## src/rtl/alu_pkg.sv

```systemverilog
// Shared opcodes, FSM state type and opcode decode for the sequential shift unit.
// Optional macro ALU_SHIFT_ROTATE_EN adds ROR to the set of legal shift opcodes.
package alu_pkg;

  localparam logic [4:0] OP_SLL = 5'b00100;
  localparam logic [4:0] OP_SRA = 5'b00101;
  localparam logic [4:0] OP_SRL = 5'b00110;
  localparam logic [4:0] OP_ROR = 5'b00111;

  typedef enum logic [1:0] {IDLE, SHIFT, DONE} state_e;

  function automatic logic is_shift_op(input logic [4:0] opcode);
    logic legal;
    legal = (opcode == OP_SLL) || (opcode == OP_SRA) || (opcode == OP_SRL);
`ifdef ALU_SHIFT_ROTATE_EN
    legal = legal || (opcode == OP_ROR);
`endif
    return legal;
  endfunction

endpackage

```

## src/rtl/alu_shift_step.sv

```systemverilog
// One combinational shift step of k_i (0..STEP) positions; a mux of constant shifts, not a barrel.
// ROR decode exists only when ALU_SHIFT_ROTATE_EN is defined.
module alu_shift_step
  import alu_pkg::*;
#(
  parameter int unsigned WIDTH = 32,
  parameter int unsigned STEP  = 4,
  parameter int unsigned AMTW  = $clog2(WIDTH)
) (
  input  logic [WIDTH-1:0] data_i,
  input  logic [4:0]       opcode_i,
  input  logic [AMTW:0]    k_i,
  output logic [WIDTH-1:0] data_o
);

  always_comb begin
    data_o = data_i;
    for (int j = 1; j <= int'(STEP); j++) begin
      if (k_i == (AMTW+1)'(j)) begin
        case (opcode_i)
          OP_SLL:  data_o = data_i << j;
          OP_SRL:  data_o = data_i >> j;
          // MSB is preserved by every SRA step, so it is always the original sign bit.
          OP_SRA:  data_o = WIDTH'($signed(data_i) >>> j);
`ifdef ALU_SHIFT_ROTATE_EN
          OP_ROR:  data_o = (data_i >> j) | (data_i << (int'(WIDTH) - j));
`endif
          default: data_o = data_i;
        endcase
      end
    end
  end

endmodule

```

## src/rtl/alu_seq_shifter.sv

```systemverilog
// Multi-cycle shift unit (SLL/SRA/SRL, optional ROR via ALU_SHIFT_ROTATE_EN) with valid/ready
// handshakes; shifts at most STEP positions per clock.
module alu_seq_shifter
  import alu_pkg::*;
#(
  parameter int unsigned WIDTH = 32,
  parameter int unsigned STEP  = 4,
  parameter int unsigned AMTW  = $clog2(WIDTH)
) (
  input  logic             clock,
  input  logic             reset_n,
  input  logic             in_valid,
  output logic             in_ready,
  input  logic [4:0]       ctrl_ALUopcode,
  input  logic [AMTW-1:0]  ctrl_shiftamt,
  input  logic [WIDTH-1:0] data_operandA,
  output logic             out_valid,
  input  logic             out_ready,
  output logic [WIDTH-1:0] data_result,
  output logic             op_illegal,
  output logic             busy
);

  localparam logic [AMTW:0] StepK = (AMTW+1)'(STEP);

  state_e           state_q;
  logic [4:0]       opcode_q;
  logic [AMTW-1:0]  rem_q;
  logic [WIDTH-1:0] data_q;
  logic             illegal_q;
  logic             out_valid_q;
  logic             in_ready_q;
  logic             busy_q;

  logic [AMTW:0]    rem_ext;
  logic [AMTW:0]    k;
  logic [AMTW-1:0]  rem_next;
  logic [WIDTH-1:0] step_data;
  logic             accept_illegal;

  always_comb begin
    rem_ext        = {1'b0, rem_q};
    k              = (rem_ext > StepK) ? StepK : rem_ext;
    rem_next       = AMTW'(rem_ext - k);
    accept_illegal = !is_shift_op(ctrl_ALUopcode);
  end

  alu_shift_step #(
    .WIDTH (WIDTH),
    .STEP  (STEP),
    .AMTW  (AMTW)
  ) u_step (
    .data_i   (data_q),
    .opcode_i (opcode_q),
    .k_i      (k),
    .data_o   (step_data)
  );

  always_ff @(posedge clock or negedge reset_n) begin
    if (!reset_n) begin
      state_q     <= IDLE;
      opcode_q    <= '0;
      rem_q       <= '0;
      data_q      <= '0;
      illegal_q   <= 1'b0;
      out_valid_q <= 1'b0;
      in_ready_q  <= 1'b1;
      busy_q      <= 1'b0;
    end else begin
      unique case (state_q)
        IDLE: begin
          if (in_valid) begin
            data_q     <= data_operandA;
            opcode_q   <= ctrl_ALUopcode;
            rem_q      <= ctrl_shiftamt;
            illegal_q  <= accept_illegal;
            in_ready_q <= 1'b0;
            busy_q     <= 1'b1;
            if (accept_illegal || (ctrl_shiftamt == '0)) begin
              state_q     <= DONE;
              out_valid_q <= 1'b1;
            end else begin
              state_q <= SHIFT;
            end
          end
        end
        SHIFT: begin
          data_q <= step_data;
          rem_q  <= rem_next;
          if (rem_next == '0) begin
            state_q     <= DONE;
            out_valid_q <= 1'b1;
          end
        end
        DONE: begin
          if (out_ready) begin
            state_q     <= IDLE;
            out_valid_q <= 1'b0;
            in_ready_q  <= 1'b1;
            busy_q      <= 1'b0;
          end
        end
        default: begin
          state_q     <= IDLE;
          out_valid_q <= 1'b0;
          in_ready_q  <= 1'b1;
          busy_q      <= 1'b0;
        end
      endcase
    end
  end

  assign in_ready    = in_ready_q;
  assign out_valid   = out_valid_q;
  assign busy        = busy_q;
  assign data_result = data_q;
  assign op_illegal  = illegal_q;

endmodule

```

## config.mk

```make
export PLATFORM = sky130hd
export DESIGN_NAME = alu_seq_shifter
export DESIGN_NICKNAME = d
export VERILOG_FILES = /design/src/rtl/alu_pkg.sv /design/src/rtl/alu_shift_step.sv /design/src/rtl/alu_seq_shifter.sv
export SDC_FILE = /design/constraint.sdc
export NUM_CORES = 1
export LEC_CHECK = 0
export ABC_AREA = 0
export CAP_MARGIN = 20
export CELL_PAD_IN_SITES_DETAIL_PLACEMENT = 1
export CELL_PAD_IN_SITES_GLOBAL_PLACEMENT = 1
export CORE_MARGIN = 2
export CORE_UTILIZATION = 42
export CTS_CLUSTER_DIAMETER = 30
export CTS_CLUSTER_SIZE = 40
export DETAILED_ROUTE_END_ITERATION = 10
export GPL_ROUTABILITY_DRIVEN = 1
export PLACE_DENSITY_LB_ADDON = 0.05
export SLEW_MARGIN = 30
export SYNTH_ARGS = -nofsm -noshare
export SYNTH_HDL_FRONTEND = slang
export SYNTH_SLANG_ARGS = --single-unit
```

## constraint.sdc

```tcl
create_clock -name clock -period 4.3 [get_ports clock]
set_input_delay 0.86 -clock clock [delete_from_list [all_inputs] [get_ports clock]]
set_output_delay 0.86 -clock clock [all_outputs]
set_load 0.01 [all_outputs]
```

Word-level counts from Yosys, hierarchy flattened

Cells that the tools add are included.

Register bits after elaboration: 48
Input port bits: 46
Output and inout port bits: 36
Word-level logic and storage cells: 84

$add $sub $neg: 1
Magnitude comparators: 1
Eq/ne operators: 29
Muxes and demuxes: 28
Bitwise logic cells: 1
Reduce and logical (&&, ||, !) cells: 15

Operators by type and width:

| kind                                                 | number |
|---|---|
| case mux 32 bit (3 select lines)                     | 4 |
| two-way mux 32 bit                                   | 5 |
| case mux 32 bit (2 select lines)                     | 1 |
| equality test 5 x 3 -> 1 bit (second input constant) | 7 |
| != test 5 bit (second input constant)                | 4 |
| != test 4 bit (second input constant)                | 4 |
| != test 3 bit (second input constant)                | 4 |
| AND reduction 11 bit                                 | 1 |
| equality test 5 x 2 -> 1 bit (second input constant) | 2 |
| zero test 5 bit                                      | 2 |
| two-way mux 5 bit                                    | 2 |
| case mux 5 bit (2 select lines)                      | 1 |
| case mux 1 bit (3 select lines)                      | 3 |
| two-way mux 2 bit                                    | 4 |
| != test 2 bit (second input constant)                | 4 |
| two-way mux 1 bit                                    | 7 |
| AND reduction 7 bit                                  | 1 |
| case mux 2 bit (3 select lines)                      | 1 |
| AND reduction 3 bit                                  | 2 |
| equality test 5 x 1 -> 1 bit (second input constant) | 1 |
| > comparator 5 x 3 -> 1 bit (second input constant)  | 1 |
| != test 5 x 1 -> 1 bit (second input constant)       | 1 |
| subtractor 5 bit                                     | 1 |
| AND reduction 2 bit                                  | 2 |
| 8 further kinds                                      | 10 |

Longest topological paths before layout

Depth after elaboration: 8
Mapped depth: 12
Depth with buffers taken out: 8

Modules after synthesis

Synthesis repeated with hierarchy kept, for this count alone.

Cells, all modules: 582
Area total of the unflattened synthesis: 4463.0 µm²

By module, submodules not included:

| module          | times used | cells each | area an instance (µm²) | seq. area each (µm²) |
|---|---|---|---|---|
| alu_seq_shifter | 1          | 233        | 2418.6                 | 1202.4 |
| alu_shift_step  | 1          | 349        | 2044.5                 | 0.0 |

Least setup slack after synthesis

Ideal clock, no wire load.

Kind: register to register
Start: register rem_q[4]
End: register state_q[0]
Setup time: 0.131 ns
Arrival time: 2.740 ns
Required time: 4.169 ns
Slack: 1.429 ns
Stages on the path, launching flop included: 13
Buffers on the path: 4
Clock period less this slack: 2.871 ns
Cell sequence: dfrtp_1 -> buf_6 -> or3_1 -> clkbuf_1 -> clkbuf_1 -> buf_1 -> nand2_1 -> ha_1 -> or4b_2 -> a21oi_1 -> o21ai_0 -> a2bb2oi_1 -> nor2_1

Cells in the longest elaborated chain, start to end: 6

Ends and longest elaborated chain:

| element                                | line                   | source |
|---|---|---|
| start: declaration                     | alu_seq_shifter.sv:28  | `logic [AMTW-1:0] rem_q;` |
| start signal: assignment               | alu_seq_shifter.sv:75  | `rem_q <= ctrl_shiftamt;` |
| start signal: assignment               | alu_seq_shifter.sv:89  | `rem_q <= rem_next;` |
| > comparator 5 x 3 -> 1 bit            | alu_seq_shifter.sv:43  | `k = (rem_ext > StepK) ? StepK : rem_ext;` |
| two-way mux 5 bit                      | alu_seq_shifter.sv:43  |  |
| subtractor 5 bit *                     | alu_seq_shifter.sv:44  | `rem_next = AMTW'(rem_ext - k);` |
| zero test 5 bit *                      | alu_seq_shifter.sv:90  | `if (rem_next == '0) begin` |
| != test 2 bit (no source line) *       | --                     |  |
| AND reduction 3 bit (no source line) * | --                     |  |
| end signal: assignment                 | alu_seq_shifter.sv:91  | `state_q <= DONE;` |
| end signal: assignment                 | alu_seq_shifter.sv:97  | `state_q <= IDLE;` |
| end signal: assignment                 | alu_seq_shifter.sv:104 | `state_q <= IDLE;` |
| end: declaration                       | alu_seq_shifter.sv:26  | `state_e state_q;` |

Mark *: on every way between the ends. The rest lies on a longest branch, timed or not.
A chain may end at the register's enable or synchronous reset.

Final worst setup path

Start: register opcode_q[0]
End: register data_q[27], in the netlist data_result[27]

Cells in the longest elaborated chain, start to end: 7
Elaborated cells between the ends (all ways): 17
Those cells by class: 7 x eq/ne; 9 x mux; 1 x reduce/logical

Ends and longest elaborated chain:

| element                          | line                  | source |
|---|---|---|
| start: declaration               | alu_seq_shifter.sv:27 | `logic [4:0] opcode_q;` |
| start signal: assignment         | alu_seq_shifter.sv:74 | `opcode_q <= ctrl_ALUopcode;` |
| equality test 5 x 3 -> 1 bit     | alu_shift_step.sv:20  | `case (opcode_i)` |
| case mux 32 bit (3 select lines) | alu_shift_step.sv:20  |  |
| two-way mux 32 bit (4 in series) | alu_shift_step.sv:19  | `if (k_i == (AMTW+1)'(j)) begin` |
| case mux 32 bit (2 select lines) | alu_seq_shifter.sv:70 | `unique case (state_q)` |
| end signal: assignment           | alu_seq_shifter.sv:73 | `data_q <= data_operandA;` |
| end signal: assignment           | alu_seq_shifter.sv:88 | `data_q <= step_data;` |
| end: declaration                 | alu_seq_shifter.sv:29 | `logic [WIDTH-1:0] data_q;` |

Parallel ways exist; a longest one is shown, timed or not. The select of a mux whose other input is x is not followed.

==> results summary <==
After synthesis, the cell types taking the most area are dfrtp_1, nand3_1, a21oi_1, o21ai_0, nand2_1. Final hold analysis gives a worst-case slack of 0.5196 ns. The total of flip-flops plus latches after synthesis is 48. Entering global routing, the biggest net connects 39 pins. The estimated wirelength of the detail-placed design came out at 12.58 mm. The fill cell instance count of the final layout is 1,249. In the layout the commonest cells are clkdlybuf4s50_1, nand3_1, a21oi_1. The clock period minus final worst setup slack is 2.827 ns. The synthesized design contains 0 enable-type register cells. The data arrival time of the worst path came out at 3.05 ns. The post-cts gate resize count came out at 0. STA classifies the critical path endpoint as a flop. The weighted congestion at the end of routability-driven global placement is 0.9180. The worst setup path is launched from a flop. The class of the tightest hold or removal check is flop to flop.

The worst relative slew slack is 0.3599. The final number of setup-violating endpoints is 0. The remaining global-route overflow came out at 0. The chip height is 105.7 µm. The aggregate routed wire length came out at 18.89 mm. The number of H-tree levels came out at 2. The area of the core region came out at 0.01018 mm². The worst clock skew on the final layout came out at 0.008904 ns. The clock network latency to the later pin of the worst-skew pair is 0.33 ns.

The starting density of the core came out at 0.4267. The number of iterations in the first detailed-routing pass came out at 5. The clock transition at the register clock pins on the worst setup and hold paths after CTS came out at 0.10 ns. The final-stage net count is 657. The number of antenna diodes in the final layout is 0. The run finished with clean final reports. In this run the remaining antenna-violating nets after routing total 0. The layout overhead on the synthesized area is 22.08%.

The ratio of routed vias to standard cells came out at 6.975. The number of antenna violations at the first check in global routing is 0. The count of unresolved DRC violations after routing is 0. The delay contributed by the slowest stage of the critical path is 0.67 ns.

After clock tree synthesis, the setup repair step added 0 buffers. The peak clock frequency supported by timing is 353.7 MHz. The clock sink count came out at 48. dfrtp_1 takes more of the synthesized area than any other cell. The overall global routing resource usage came out at 0.3394. The area occupied by multi-input gates came out at 0.002865 mm².

The aggregate negative setup slack came out at 0 ns. The leakage power is 1.979 nW. The power per cell area is 729.6 mW/mm². The worst-case IR drop observed on VDD is 0.3289 mV. In this run, the number of DRC markers left after iteration 0 of detailed routing was 510. The area of all sequential standard cells is 0.001202 mm². Leaving out filler cells and counting taps, the final layout contains 747. The longest clock path from root to sink contains 2 buffers. The buffer type at the clock tree root is clkbuf_8.

The number of buffers created by CTS came out at 5. Power comes to 3.871 mW. The hold buffer count at CTS is 0.

Among all flip-flop cells after synthesis, the most frequent one is dfrtp_1. The die outline area came out at 0.01118 mm². The number of cell rows came out at 37.

The die boundary width came out at 105.7 µm. Traced cell by cell, the critical path runs through xor2_2 > buf_4 > nand2_1 > a2111oi_0 > a2111oi_0 > a211o_1. The number of global-route vias before repair came out at 5,321.

The number of distinct library cell variants in the gate-level netlist after synthesis is 74. Setup repair after global routing left no endpoint under its margin. The share of Yosys cell area claimed by the top area cell type came out at 0.2707. The flop-to-flop setup slack is 1.47 ns.

The count of synthesis-stage warnings from yosys came out at 0. The wire length of the first global-routing pass is 29.72 mm. The net count of the mapped netlist is 610. The max-cap violation count came out at 0. The number of failing hold endpoints at the final stage is 0.

The share of the yosys chip area belonging to registers came out at 0.2767. The cell with the biggest individual delay on the critical path is nand2_1. The total number of vias came out at 5,210. The worst setup margin is 1.473 ns. The number of placed instances, taps included, is 739.

The worst setup path is of the flop to flop kind. For the pin with the worst max-slew slack, the measured transition is 0.9579 ns. For this design the top-level I/O count stands at 82. Together, buffers and inverters on the worst path number 1. The count of buffers inserted at the top-level ports came out at 81. The mean instance size in the synthesized netlist is 7.718 µm².

The share of flip-flops with an asynchronous set or reset came out at 1.000. The most repeated library cell on the critical path is a2111oi_0. In the final layout, the share of cells above drive strength 1 is 0.1015. The gate count after technology mapping is 563. The endpoint required time on the critical path came out at 4.52 ns.

The share of the clock period used by the worst path after layout came out at 0.6575. OpenSTA, run right after detailed placement, puts the worst setup slack at 1.359 ns. The cell area after technology mapping came out at 0.004345 mm². The kind of cell with the highest combined delay along the critical path is compound AO/OA/AOI/OAI gates.

In the final routed layout, each cell accounts on average for 25.29 µm. The count of final max-slew check failures came out at 0. The most common cell after layout, fill and taps aside is clkdlybuf4s50_1.

The TritonCTS clock tree is done. The largest fanout on the critical path is 33.
[final timing paths]
check,startpoint,cells past startpoint,to
max reg2reg,opcode_q[0]$_DFFE_PN0P_,6,data_result[27]$_DFFE_PN0P_
min reg2reg,out_valid$_DFFE_PN0P_,1,out_valid$_DFFE_PN0P_
max in group asynchronous,reset_n,2,in_ready$_DFFE_PN1P_
max,opcode_q[0]$_DFFE_PN0P_,6,data_result[27]$_DFFE_PN0P_
min in group asynchronous,reset_n,1,data_result[23]$_DFFE_PN0P_
min,out_valid$_DFFE_PN0P_,1,out_valid$_DFFE_PN0P_
[through the flow]
| stage | utilization | cell area [µm²] |
|---|---|---|
| final | 0.5209 | 5305 |
| after global routing | 0.5209 | 5305 |
| after CTS | 0.5209 | 5305 |
| after detailed placement | 0.5103 | 5197 |
| after global placement | 0.5103 | 5197 |
| after floorplan | - | 4345 |
[kinds of logic (layout without fill, tap and decap cells)]
group	after synthesis	count (layout)	synth area share
AO/OA/AOI/OAI	233	233	0.3498
AND/OR/NAND/NOR	186	186	0.2162
buffers and inverters	67	115	0.07083
flip-flops	48	48	0.2767
multiplexers	25	25	0.07861
XOR/XNOR	2	2	0.004032
adder cells (fa/ha/maj)	1	1	0.002879
other	1	1	0.0008630
[per-layer routing]
metal,vias up,track usage,part of all wire
met2,351,0.5442,0.47
met5,-,0,0
li1,2258,-,-
met4,0,0.1635,0.035
met3,69,0.06246,0.099
met1,2532,0.4409,0.40
[registers in the layout, summed over array words and instances, names as in the netlist]
register and flops:
data_result 32, opcode_q 5, rem_q 5, state_q 2, busy 1, in_ready 1
op_illegal 1, out_valid 1
[power breakdown]
group | total (mW) | internal [mW] | switching [mW] | leakage [nW]
Sequential | 1.13 | 0.654 | 0.475 | 0.570
Combinational | 2.38 | 0.966 | 1.42 | 1.35
Clock | 0.358 | 0.173 | 0.185 | 0.0552
[worst reg2reg max path: stages, from the launching register on]
cell and delay, ns:
dfrtp_1 0.53, xor2_2 0.16, buf_4 0.38, nand2_1 0.68, a2111oi_0 0.56, a2111oi_0 0.14
a211o_1 0.29
[final cells by class]
class | instances | area share
clock buffer | 6 | 0.01368
multi-input combinational | 448 | 0.5401
inverter | 11 | 0.007783
clock inverter | 2 | 0.006604
sequential | 48 | 0.2267
timing repair buffer | 96 | 0.1731
tap | 136 | 0.03208
[cells in the mapped netlist, drive strengths merged (10+ instances only)]
library cell,instances
nand3,62
a21oi,61
nand2,58
o21ai,56
dfrtp,47
clkbuf,31
a31oi,26
buf,25
nor2,25
mux2,13
a22oi,12
inv,11
nor3,10
(Power assumes the default switching activity.)
